### src/rtl/mfb_frame_lng_shaper.sv
// Token-bucket pacer for MFB frame-length descriptors with a one-entry output register.
// Optional statistics counters are enabled by defining FRAME_LNG_SHAPER_STATS_EN.
module mfb_frame_lng_shaper #(
    parameter int LNG_WIDTH     = 14,
    parameter int BUCKET_WIDTH  = 16,
    parameter int BUCKET_MAX    = 4096,
    parameter int REFILL_PERIOD = 16,
    parameter int REFILL_AMOUNT = 64
) (
    input  logic                        CLK,
    input  logic                        RESET,
    input  logic                        CFG_ENABLE,
    input  logic [LNG_WIDTH-1:0]        RX_LNG,
    input  logic                        RX_SRC_RDY,
    output logic                        RX_DST_RDY,
    output logic [LNG_WIDTH-1:0]        TX_LNG,
    output logic                        TX_SRC_RDY,
    input  logic                        TX_DST_RDY,
    output logic signed [BUCKET_WIDTH:0] BUCKET_LEVEL
`ifdef FRAME_LNG_SHAPER_STATS_EN
    ,
    input  logic                        STAT_CLR,
    output logic [31:0]                 STAT_FRAMES,
    output logic [31:0]                 STAT_CREDIT_STALLS
`endif
);

    localparam int CNT_W = (REFILL_PERIOD > 1) ? $clog2(REFILL_PERIOD) : 1;
    localparam int EXT_W = BUCKET_WIDTH + 2;
    localparam logic [CNT_W-1:0]        CNT_LAST = CNT_W'(REFILL_PERIOD - 1);
    localparam logic signed [EXT_W-1:0] B_MAX    = EXT_W'(BUCKET_MAX);
    localparam logic signed [EXT_W-1:0] B_REFILL = EXT_W'(REFILL_AMOUNT);

    typedef enum logic {EMPTY, FULL} state_t;

    state_t                       state, state_nxt;
    logic [CNT_W-1:0]             cnt;
    logic                         tick;
    logic signed [BUCKET_WIDTH:0] bucket;
    logic signed [EXT_W-1:0]      refilled, clamped, debit, bucket_sum;
    logic [LNG_WIDTH-1:0]         tx_lng;
    logic                         slot_free, credit_ok, admit;

    assign tick       = (cnt == CNT_LAST);
    assign slot_free  = (state == EMPTY) || TX_DST_RDY;
    assign credit_ok  = !bucket[BUCKET_WIDTH] || !CFG_ENABLE;
    assign RX_DST_RDY = slot_free && credit_ok;
    assign admit      = RX_SRC_RDY && RX_DST_RDY;

    assign TX_LNG       = tx_lng;
    assign TX_SRC_RDY   = (state == FULL);
    assign BUCKET_LEVEL = bucket;

    // Refill is clamped at the ceiling before the debit; the extra bit absorbs the pre-clamp sum.
    always_comb begin
        refilled = {bucket[BUCKET_WIDTH], bucket};
        if (tick)
            refilled = refilled + B_REFILL;
        clamped    = (refilled > B_MAX) ? B_MAX : refilled;
        debit      = (admit && CFG_ENABLE) ? EXT_W'(RX_LNG) : '0;
        bucket_sum = clamped - debit;
    end

    always_comb begin
        state_nxt = state;
        if (admit)
            state_nxt = FULL;
        else if (TX_DST_RDY)
            state_nxt = EMPTY;
    end

    always_ff @(posedge CLK) begin
        if (RESET)
            state <= EMPTY;
        else
            state <= state_nxt;
    end

    always_ff @(posedge CLK) begin
        if (RESET) begin
            cnt    <= '0;
            bucket <= (BUCKET_WIDTH+1)'(BUCKET_MAX);
            tx_lng <= '0;
        end else begin
            cnt    <= tick ? '0 : cnt + 1'b1;
            bucket <= bucket_sum[BUCKET_WIDTH:0];
            if (admit)
                tx_lng <= RX_LNG;
        end
    end

`ifdef FRAME_LNG_SHAPER_STATS_EN
    logic [31:0] frames, stalls;

    assign STAT_FRAMES        = frames;
    assign STAT_CREDIT_STALLS = stalls;

    // Saturating counters; clear wins over a same-cycle increment.
    always_ff @(posedge CLK) begin
        if (RESET || STAT_CLR) begin
            frames <= '0;
            stalls <= '0;
        end else begin
            if (admit && frames != '1)
                frames <= frames + 1'b1;
            if (RX_SRC_RDY && slot_free && !credit_ok && stalls != '1)
                stalls <= stalls + 1'b1;
        end
    end
`endif

endmodule

### config.mk
export PLATFORM = sky130hd
export DESIGN_NAME = mfb_frame_lng_shaper
export DESIGN_NICKNAME = d
export VERILOG_FILES = /design/src/rtl/mfb_frame_lng_shaper.sv
export SDC_FILE = /design/constraint.sdc
export NUM_CORES = 1
export LEC_CHECK = 0
export CELL_PAD_IN_SITES_DETAIL_PLACEMENT = 1
export CELL_PAD_IN_SITES_GLOBAL_PLACEMENT = 1
export CORE_MARGIN = 2
export CORE_UTILIZATION = 30
export CTS_CLUSTER_SIZE = 14
export DETAILED_ROUTE_END_ITERATION = 10
export GPL_TIMING_DRIVEN = 0
export PLACE_DENSITY_LB_ADDON = 0.15
export SETUP_SLACK_MARGIN = 0.4
export SLEW_MARGIN = 5
export SYNTH_ARGS = -nofsm -noshare
export SYNTH_HDL_FRONTEND = slang
export SYNTH_SLANG_ARGS = --single-unit
### constraint.sdc
create_clock -name CLK -period 4.7 [get_ports CLK]
set_input_delay 1.175 -clock CLK [delete_from_list [all_inputs] [get_ports CLK]]
set_output_delay 1.175 -clock CLK [all_outputs]
set_load 0.01 [all_outputs]
======== Yosys cells after proc, flatten, opt, wreduce, memory -nomap -nowiden ========
Cells that the tools add are included.
operators by class
  add/sub/neg operators ................... 3
  reduce and logical (&&, ||, !) cells .... 9
  eq/ne operators ......................... 1
  bitwise operators ....................... 1
  $lt $le $gt $ge ......................... 1
  muxes and demuxes ....................... 5
operator list
  cell                                                             count
  adder 17 x 8 -> 18 bit, second input constant                    1
  greater-than comparator 18 x 14 -> 1 bit, second input constant  1
  2-to-1 mux 18 bit                                                1
  2-to-1 mux 17 bit                                                1
  subtractor 17 x 15 -> 17 bit                                     1
  2-to-1 mux 14 bit                                                1
  adder 4 x 1 -> 4 bit, second input constant                      1
  equality test 4 bit, second input constant                       1
  logical AND 1 bit                                                3
  zero test 1 bit                                                  2
  logical OR 1 bit                                                 2
  2-to-1 mux 1 bit                                                 2
  nonzero test 2 bit                                               1
  OR reduction 2 bit                                               1
  inverter 1 bit                                                   1
word-level totals
  bits of input ports ..................... 19
  register bits after elaboration ......... 36
  word-level logic and storage cells ...... 24
  output and inout bits ................... 33

======== Logic depth before layout (Yosys ltp) ========
Gate-level depths: netlist of run 1.
  word-level depth ........................ 7
  depth in mapped cells ................... 16
  mapped depth without buffers ............ 15

======== Least setup slack after synthesis of run 1 ========
OpenSTA, ideal clock, no wires.
  path type ............................... in2reg
  from .................................... input port TX_DST_RDY
  to ...................................... register bucket[16], in the netlist BUCKET_LEVEL[16]
  arrival ................................. 4,007 ps
  required time ........................... 4,614 ps
  buffers on the path ..................... 1
  slack ................................... 608 ps
  stages .................................. 12
  cells stage by stage .................... nor2b_1 a21oi_1 and3_1 clkbuf_1 nand2_1 fa_1 a211oi_1 o21bai_1 a221o_1 a221o_1 mux2i_1 a211oi_1
on the way
  longest elaborated chain between the ends .. 6
RTL lines
  item                          RTL line  source
  start, declared               18        input logic TX_DST_RDY,
  logical OR 1 bit              45        assign slot_free = (state == EMPTY) || TX_DST_RDY;
  logical AND 1 bit             47        assign RX_DST_RDY = slot_free && credit_ok;
  net RX_DST_RDY                15        output logic RX_DST_RDY,
  logical AND 1 bit             48        assign admit = RX_SRC_RDY && RX_DST_RDY;
  logical AND 1 bit             60        debit = (admit && CFG_ENABLE) ? EXT_W'(RX_LNG) : '0;
  2-to-1 mux 14 bit             60
  subtractor 17 x 15 -> 17 bit  61        bucket_sum = clamped - debit;
  end signal, assigned          82        bucket <= (BUCKET_WIDTH+1)'(BUCKET_MAX);
  end signal, assigned          86        bucket <= bucket_sum[BUCKET_WIDTH:0];
  end, declared                 39        logic signed [BUCKET_WIDTH:0] bucket;
The timed path passes the listed nets, and every way through them passes these cells.
A chain may end at the register's enable or synchronous reset.

======== Worst setup path in the final report of run 1 ========
  from .................................... input port TX_DST_RDY
  to ...................................... register bucket[16], in the netlist BUCKET_LEVEL[16]
on the way
  longest elaborated chain between the ends .. 6
RTL lines
  item                          RTL line
  logical OR 1 bit              45
  logical AND 1 bit             47
  logical AND 1 bit             48
  logical AND 1 bit             60
  2-to-1 mux 14 bit             60
  subtractor 17 x 15 -> 17 bit  61
Every way passes these cells.

==> run metrics, run 1 <==
Fin. Hold Viols 0; most common cell after layout, fill and taps aside nand2_1; Syn Nets 333; Initial Util 0.306; # hold bufs at CTS 0; Core Area 0.00765 mm^2; Yosys cell types 53; CTS buffer count 5; vias per cell 5.26; Worst VDD drop 0.000234 V; register area share after synthesis 0.308; #FFs+latches synth 36; setup TNS 0 ns; Reg clk slew, reported paths 0.08 ns; Setup crit start TX_DST_RDY; Layout Nets 396; number of synthesized flops with an enable pin 0; count of input and output buffers 50; area grow syn2layout 39.7%; Crit path arrival time 4.32 ns; most used cell, CP a221o_1; status finished, final reports clean; number of global-route vias before repair 2,546; Reg area 731 um^2; worst r2r src BUCKET_LEVEL[6]$_SDFF_PP0_; via count 2,432; Worst Path Buf+Inv 2; die width 92.4 um; R2R Path End BUCKET_LEVEL[16]$_SDFF_PP0_; All-Layer GR Usage 0.187; initial antenna violation count 0; Power Internal 1.14 mW; Clock Sinks 36; fin area 0.00327 mm^2; Max Clock Freq 0.240 GHz; R2R Setup Slk 0.61 ns; Core Util, Final 0.428; crit start category input port; first-pass iteration count of the detailed router 4; NetSw 856 uW; RSZ-0062 raised after global routing no; Critical Path RT 4.85 ns; Flop pwr share 0.238; critical-path cell list clkdlybuf4s50_1 -> nor2b_1 -> a21oi_2 -> and3_4 -> and2_1 -> ha_2 -> inv_1 -> fa_2 -> a211oi_4 -> o21bai_2 -> a221o_1 -> a221o_1 -> mux2i_1 -> a211oi_2; Setup crit end BUCKET_LEVEL[16]$_SDFF_PP0_; Tcrit/Tclk final 0.888; Die ar. 0.00853 mm^2; gr ovfl total 0; PD cells 609 mW/mm^2; H-tree levels 2; Slew Viols, Final 0; clk_lat worst skew 0.29 ns; largest net degree at the start of global routing 11; Post-Synthesis Mean Instance Area 7.89 um^2; CP top delay family compound AO/OA/AOI/OAI gates; clock skew 0.00737 ns; post-layout minimum cycle time 4.17 ns; Area after DPL 0.00297 mm^2; share of layout cells above drive strength 1 0.142; Worst Path Class, Setup input port to register; final antenna diode count 0; commonest cells after routing, fill and taps aside 53 x nand2_1, 50 x clkdlybuf4s50_1, 32 x dfxtp_1, 23 x nor2_1, 22 x a21oi_1; first-pass GRT wire length 12,600 um; headroom to the max-slew limit 0.478; Cell Rows 32; Critical Path Stages 14; Sw Ratio 0.430; IO Pins 52; Gate power share 0.637; HPWL Detailed 6050 um; worst slew pin tran 0.784 ns; Yosys warning count 0; # fillers 921; cell count after synthesis 297; R2R depth 15; multi-input logic area 0.00167 mm^2; Root Driver clkbuf_8; Die Y 92.4 um; CTS tree done; Routed Antenna Nets 0; CP max stage delay 0.46 ns; clock network fraction of design power 0.125; Hold Slack 0.462 ns; # setup viols final 0; Starting DRT DRC Count 105; routed wire length 7840 um; main flop type after synthesis dfxtp_1; max-cap viol count 0; slowest library cell on the worst path clkdlybuf4s50_1; wire per inst 17.0 um; FFs w/ async S/R, synth 0; GPL Wtd Cong 0.797; crit path max fanout 5; Bufs on Longest Clock Path 2; Post-Syn Area 0.00234 mm^2; Pleak 1.19 nW; CP Capture Type register; drc violations 0; worst hold path class register to register
==> cells in the mapped netlist, types with 6 or more instances <==
cell / n / share of area
a21o_1: 6 / 0.019
clkbuf_1: 11 / 0.018
nor2_1: 23 / 0.037
nor3_1: 13 / 0.028
inv_1: 7 / 0.011
xnor2_1: 11 / 0.041
a21oi_1: 24 / 0.051
xor2_1: 7 / 0.026
dfxtp_1: 36 / 0.31
ha_1: 16 / 0.085
nor2b_1: 6 / 0.016
o21ai_0: 10 / 0.021
nand2_1: 53 / 0.085
==> through the flow <==
stage / total power [mW] / cells / worst slack, ns
after detailed placement: 1.60 / 449 / -0.373
after floorplan: 1.23 / 297 / 0.608
final: 1.99 / 462 / 0.527
after CTS: 1.91 / 459 / 0.405
after global placement: 1.57 / 449 / -0.293
after global routing: 2.15 / 462 / 0.415
==> area by class of cell <==
class                      count  area share
tap                          102      0.0390
sequential                    36       0.223
inverter                       7     0.00803
timing repair buffer          56       0.167
clock buffer                   7      0.0294
multi-input combinational    239       0.511
buffer                        15      0.0222
==> worst min-delay path by stage <==
stage | from | end | slack, ns | cells past startpoint
2_1_floorplan | cnt[0]$_SDFF_PP0_ | cnt[0]$_SDFF_PP0_ | 0.46 | 1
3_3_place_gp | TX_LNG[10]$_SDFFE_PP0P_ | TX_LNG[10]$_SDFFE_PP0P_ | 0.45 | 2
3_5_place_dp | TX_LNG[11]$_SDFFE_PP0P_ | TX_LNG[11]$_SDFFE_PP0P_ | 0.45 | 2
4_1_cts | TX_LNG[11]$_SDFFE_PP0P_ | TX_LNG[11]$_SDFFE_PP0P_ | 0.46 | 2
5_1_grt | cnt[0]$_SDFF_PP0_ | cnt[0]$_SDFF_PP0_ | 0.48 | 1
6_report | TX_LNG[10]$_SDFFE_PP0P_ | TX_LNG[10]$_SDFFE_PP0P_ | 0.46 | 2
==> what timing repair did <==
| action | CTS | global route |
|---|---|---|
| endpoints found under the setup margin | 7 | 5 |
| pin swaps | 1 | 11 |
| setup buffers | 3 | 3 |
| gates resized for setup | 14 | 28 |
| hold endpoints to repair | 0 | 0 |
==> tightest hold or removal path, cell delays in order, from the launching register on <==
cell and delay (ns):
dfxtp_1 0.31, nand2_1 0.05, a21oi_1 0.05
==> cells by family (layout without fill, tap and decap cells) <==
group / Yosys count / in the layout / share of synthesized area
compound gates: 71 / 71 / 0.205
xor+xnor: 18 / 18 / 0.0673
fa+ha+maj: 17 / 17 / 0.0940
buf+inv: 22 / 85 / 0.0400
flops: 36 / 36 / 0.308
mux: 4 / 4 / 0.0176
simple gates: 129 / 129 / 0.269
==> per-layer routing <==
layer / GRT usage / part of all wire / vias up
met1: 0.238 / 0.46 / 1187
li1: - / - / 1184
met3: 0.0252 / 0.030 / 9
met5: 0 / 0 / -
met4: 0.0398 / 0.013 / 0
met2: 0.335 / 0.50 / 52
==> registers in the layout, indices dropped and copies added (netlist names) <==
register,cells
cnt,4
TX_SRC_RDY,1
BUCKET_LEVEL,17
TX_LNG,14
==> power groups by stage <==
| stage | clock network, mW | logic (mW) | registers [mW] |
|---|---|---|---|
| after global routing | 0.272 | 1.39 | 0.485 |
| after detailed placement | 0 | 1.13 | 0.472 |
| after floorplan | 0 | 0.750 | 0.481 |
| after global placement | 0 | 1.10 | 0.468 |
| after CTS | 0.256 | 1.19 | 0.467 |
| final | 0.250 | 1.27 | 0.474 |
Note: power is estimated with default switching activity, not from simulation.
==> run 2: changes to the inputs <==
--- a/config.mk
+++ b/config.mk
@@ -8,8 +8,7 @@
 export CELL_PAD_IN_SITES_DETAIL_PLACEMENT = 1
 export CELL_PAD_IN_SITES_GLOBAL_PLACEMENT = 1
 export CORE_MARGIN = 2
-export CORE_UTILIZATION = 30
-export CTS_CLUSTER_SIZE = 14
+export CORE_UTILIZATION = 37
 export DETAILED_ROUTE_END_ITERATION = 10
 export GPL_TIMING_DRIVEN = 0
 export PLACE_DENSITY_LB_ADDON = 0.15
==> run 2 against run 1 <==
Compared with the run above:
- routed wire length down 4.0%
- sequential power barely moved
- non-clock buffer count rose by 5
- total power decreased by 1.1%
- first-iteration DRC count decreased by 20%
- critical path type unchanged
- final cell count shrank 4.8%
- flip-flop and latch count did not move
- setup slack better by 0.012 ns
- cell area is 0.73% lower
- clock skew is 0.0026 ns lower
- via count down 0.95%
- core utilization increased by 11 points
==> run metrics, run 2 (same netlist as run 1, synthesis figures left out) <==
Initial Util 0.389; wire per inst 17.1 um; Starting DRT DRC Count 84; most common cell after layout, fill and taps aside nand2_1; initial antenna violation count 0; Hold Slack 0.455 ns; Cell Rows 28; Reg clk slew, reported paths 0.07 ns; GPL Wtd Cong 0.897; R2R Setup Slk 0.61 ns; Pleak 1.20 nW; Slew Viols, Final 0; worst hold path class register to register; PD cells 606 mW/mm^2; Worst VDD drop 0.000344 V; headroom to the max-slew limit 0.587; Critical Path RT 4.90 ns; Max Clock Freq 0.240 GHz; crit path max fanout 3; via count 2,409; Die ar. 0.00699 mm^2; Clock Sinks 36; drc violations 0; Layout Nets 401; clock skew 0.00475 ns; worst r2r src cnt[0]$_SDFF_PP0_; final antenna diode count 0; IO Pins 52; Worst Path Class, Setup input port to register; Core Area 0.00603 mm^2; count of input and output buffers 50; # fillers 730; max-cap viol count 0; Power Internal 1.14 mW; Crit path arrival time 4.36 ns; post-layout minimum cycle time 4.16 ns; HPWL Detailed 5630 um; R2R depth 16; largest net degree at the start of global routing 11; slowest library cell on the worst path clkdlybuf4s50_1; number of global-route vias before repair 2,490; status finished, final reports clean; clk_lat worst skew 0.28 ns; RSZ-0062 raised after global routing no; CP top delay family compound AO/OA/AOI/OAI gates; Largest register FFs 17; Fin. Hold Viols 0; CTS buffer count 5; multi-input logic area 0.00165 mm^2; commonest cells after routing, fill and taps aside 53 x nand2_1, 50 x clkdlybuf4s50_1, 32 x dfxtp_1, 22 x nor2_1, 21 x a21oi_1; Flop pwr share 0.241; first-pass iteration count of the detailed router 4; # setup viols final 0; CP Capture Type register; R2R Path End BUCKET_LEVEL[16]$_SDFF_PP0_; Reg area 731 um^2; vias per cell 5.48; critical-path cell list clkdlybuf4s50_1 -> nor2b_1 -> a21oi_2 -> and3_4 -> and2_1 -> ha_2 -> inv_1 -> fa_2 -> a211oi_4 -> o21bai_2 -> a221o_1 -> a221o_1 -> mux2i_1 -> a211oi_1; Sw Ratio 0.421; most used cell, CP a221o_1; setup TNS 0 ns; H-tree levels 2; first-pass GRT wire length 12,100 um; Hold Path Origin TX_LNG[7]$_SDFFE_PP0P_; NetSw 830 uW; CTS tree done; crit start category input port; routed wire length 7530 um; Gate power share 0.635; Die Y 83.6 um; clock network fraction of design power 0.124; Routed Antenna Nets 0; All-Layer GR Usage 0.213; CP max stage delay 0.46 ns; WHS Path Cells 2; gr ovfl total 0; Tcrit/Tclk final 0.885; worst slew pin tran 0.620 ns; Worst Path Buf+Inv 2; area grow syn2layout 38.7%; total power 1.97 mW; die width 83.6 um; Bufs on Longest Clock Path 2; # hold bufs at CTS 0; Root Driver clkbuf_8; share of layout cells above drive strength 1 0.151; Hold EP TX_LNG[7]$_SDFFE_PP0P_
-- run 2: area by class of cell --
cell class / instances / share of cell area
plain buffers: 15 / 0.0223
clock buffers: 7 / 0.0296
inverters: 7 / 0.00809
multi-input cells: 239 / 0.507
flip-flops and latches: 36 / 0.225
well taps: 75 / 0.0289
repair buffers: 61 / 0.179
-- run 2: worst max path at each step --
stage	start	to	slack, ns	cells past startpoint
after global routing	TX_DST_RDY	BUCKET_LEVEL[16]$_SDFF_PP0_	0.36	14
after CTS	TX_DST_RDY	BUCKET_LEVEL[16]$_SDFF_PP0_	0.40	14
after detailed placement	TX_DST_RDY	BUCKET_LEVEL[16]$_SDFF_PP0_	-0.30	13
after floorplan	TX_DST_RDY	BUCKET_LEVEL[16]$_SDFF_PP0_	0.61	12
after global placement	TX_DST_RDY	BUCKET_LEVEL[16]$_SDFF_PP0_	-0.20	13
final	TX_DST_RDY	BUCKET_LEVEL[16]$_SDFF_PP0_	0.54	14
-- run 2: routing by layer --
| metal | vias up | global-route usage | wire, um |
|---|---|---|---|
| met5 | - | 0 | 0 |
| met4 | 0 | 0.0337 | 24 |
| met3 | 4 | 0.0326 | 208 |
| met2 | 38 | 0.394 | 3960 |
| met1 | 1175 | 0.265 | 3330 |
| li1 | 1192 | - | - |
-- run 2: repair_timing --
action                                  CTS  global route
buffers inserted                          0            11
endpoints found under the setup margin    7             5
pin swaps                                 0            12
gates resized for setup                  10            27
-- run 2: worst reg2reg max path, delay by kind of cell, from the launching register on --
kind                       cells  cell delay (ns)
AOI/OAI and AO/OA              6             1.50
muxes                          1             0.14
and+or+nand+nor                4             1.02
xor gates and xnor gates       1             0.16
DFF                            1             0.38
buffers and inverters          2             0.31
adders and majority gates      2             0.48
-- run 2: through the flow --
stage           util  instances  setup WS (ns)  cell area (um^2)
2_1_floorplan      -        297          0.608              2340
3_5_place_dp   0.488        422         -0.304              2940
4_1_cts        0.509        429          0.404              3070
5_1_grt        0.539        440          0.363              3250
6_report       0.539        440          0.539              3250
3_3_place_gp   0.488        422         -0.204              2940
-- run 2: power groups by stage --
stage	Combinational, mW	Sequential (mW)	Clock (mW)
after floorplan	0.750	0.481	0
after global placement	1.09	0.471	0
after detailed placement	1.11	0.474	0
after CTS	1.13	0.468	0.253
after global routing	1.38	0.487	0.265
final	1.25	0.474	0.245
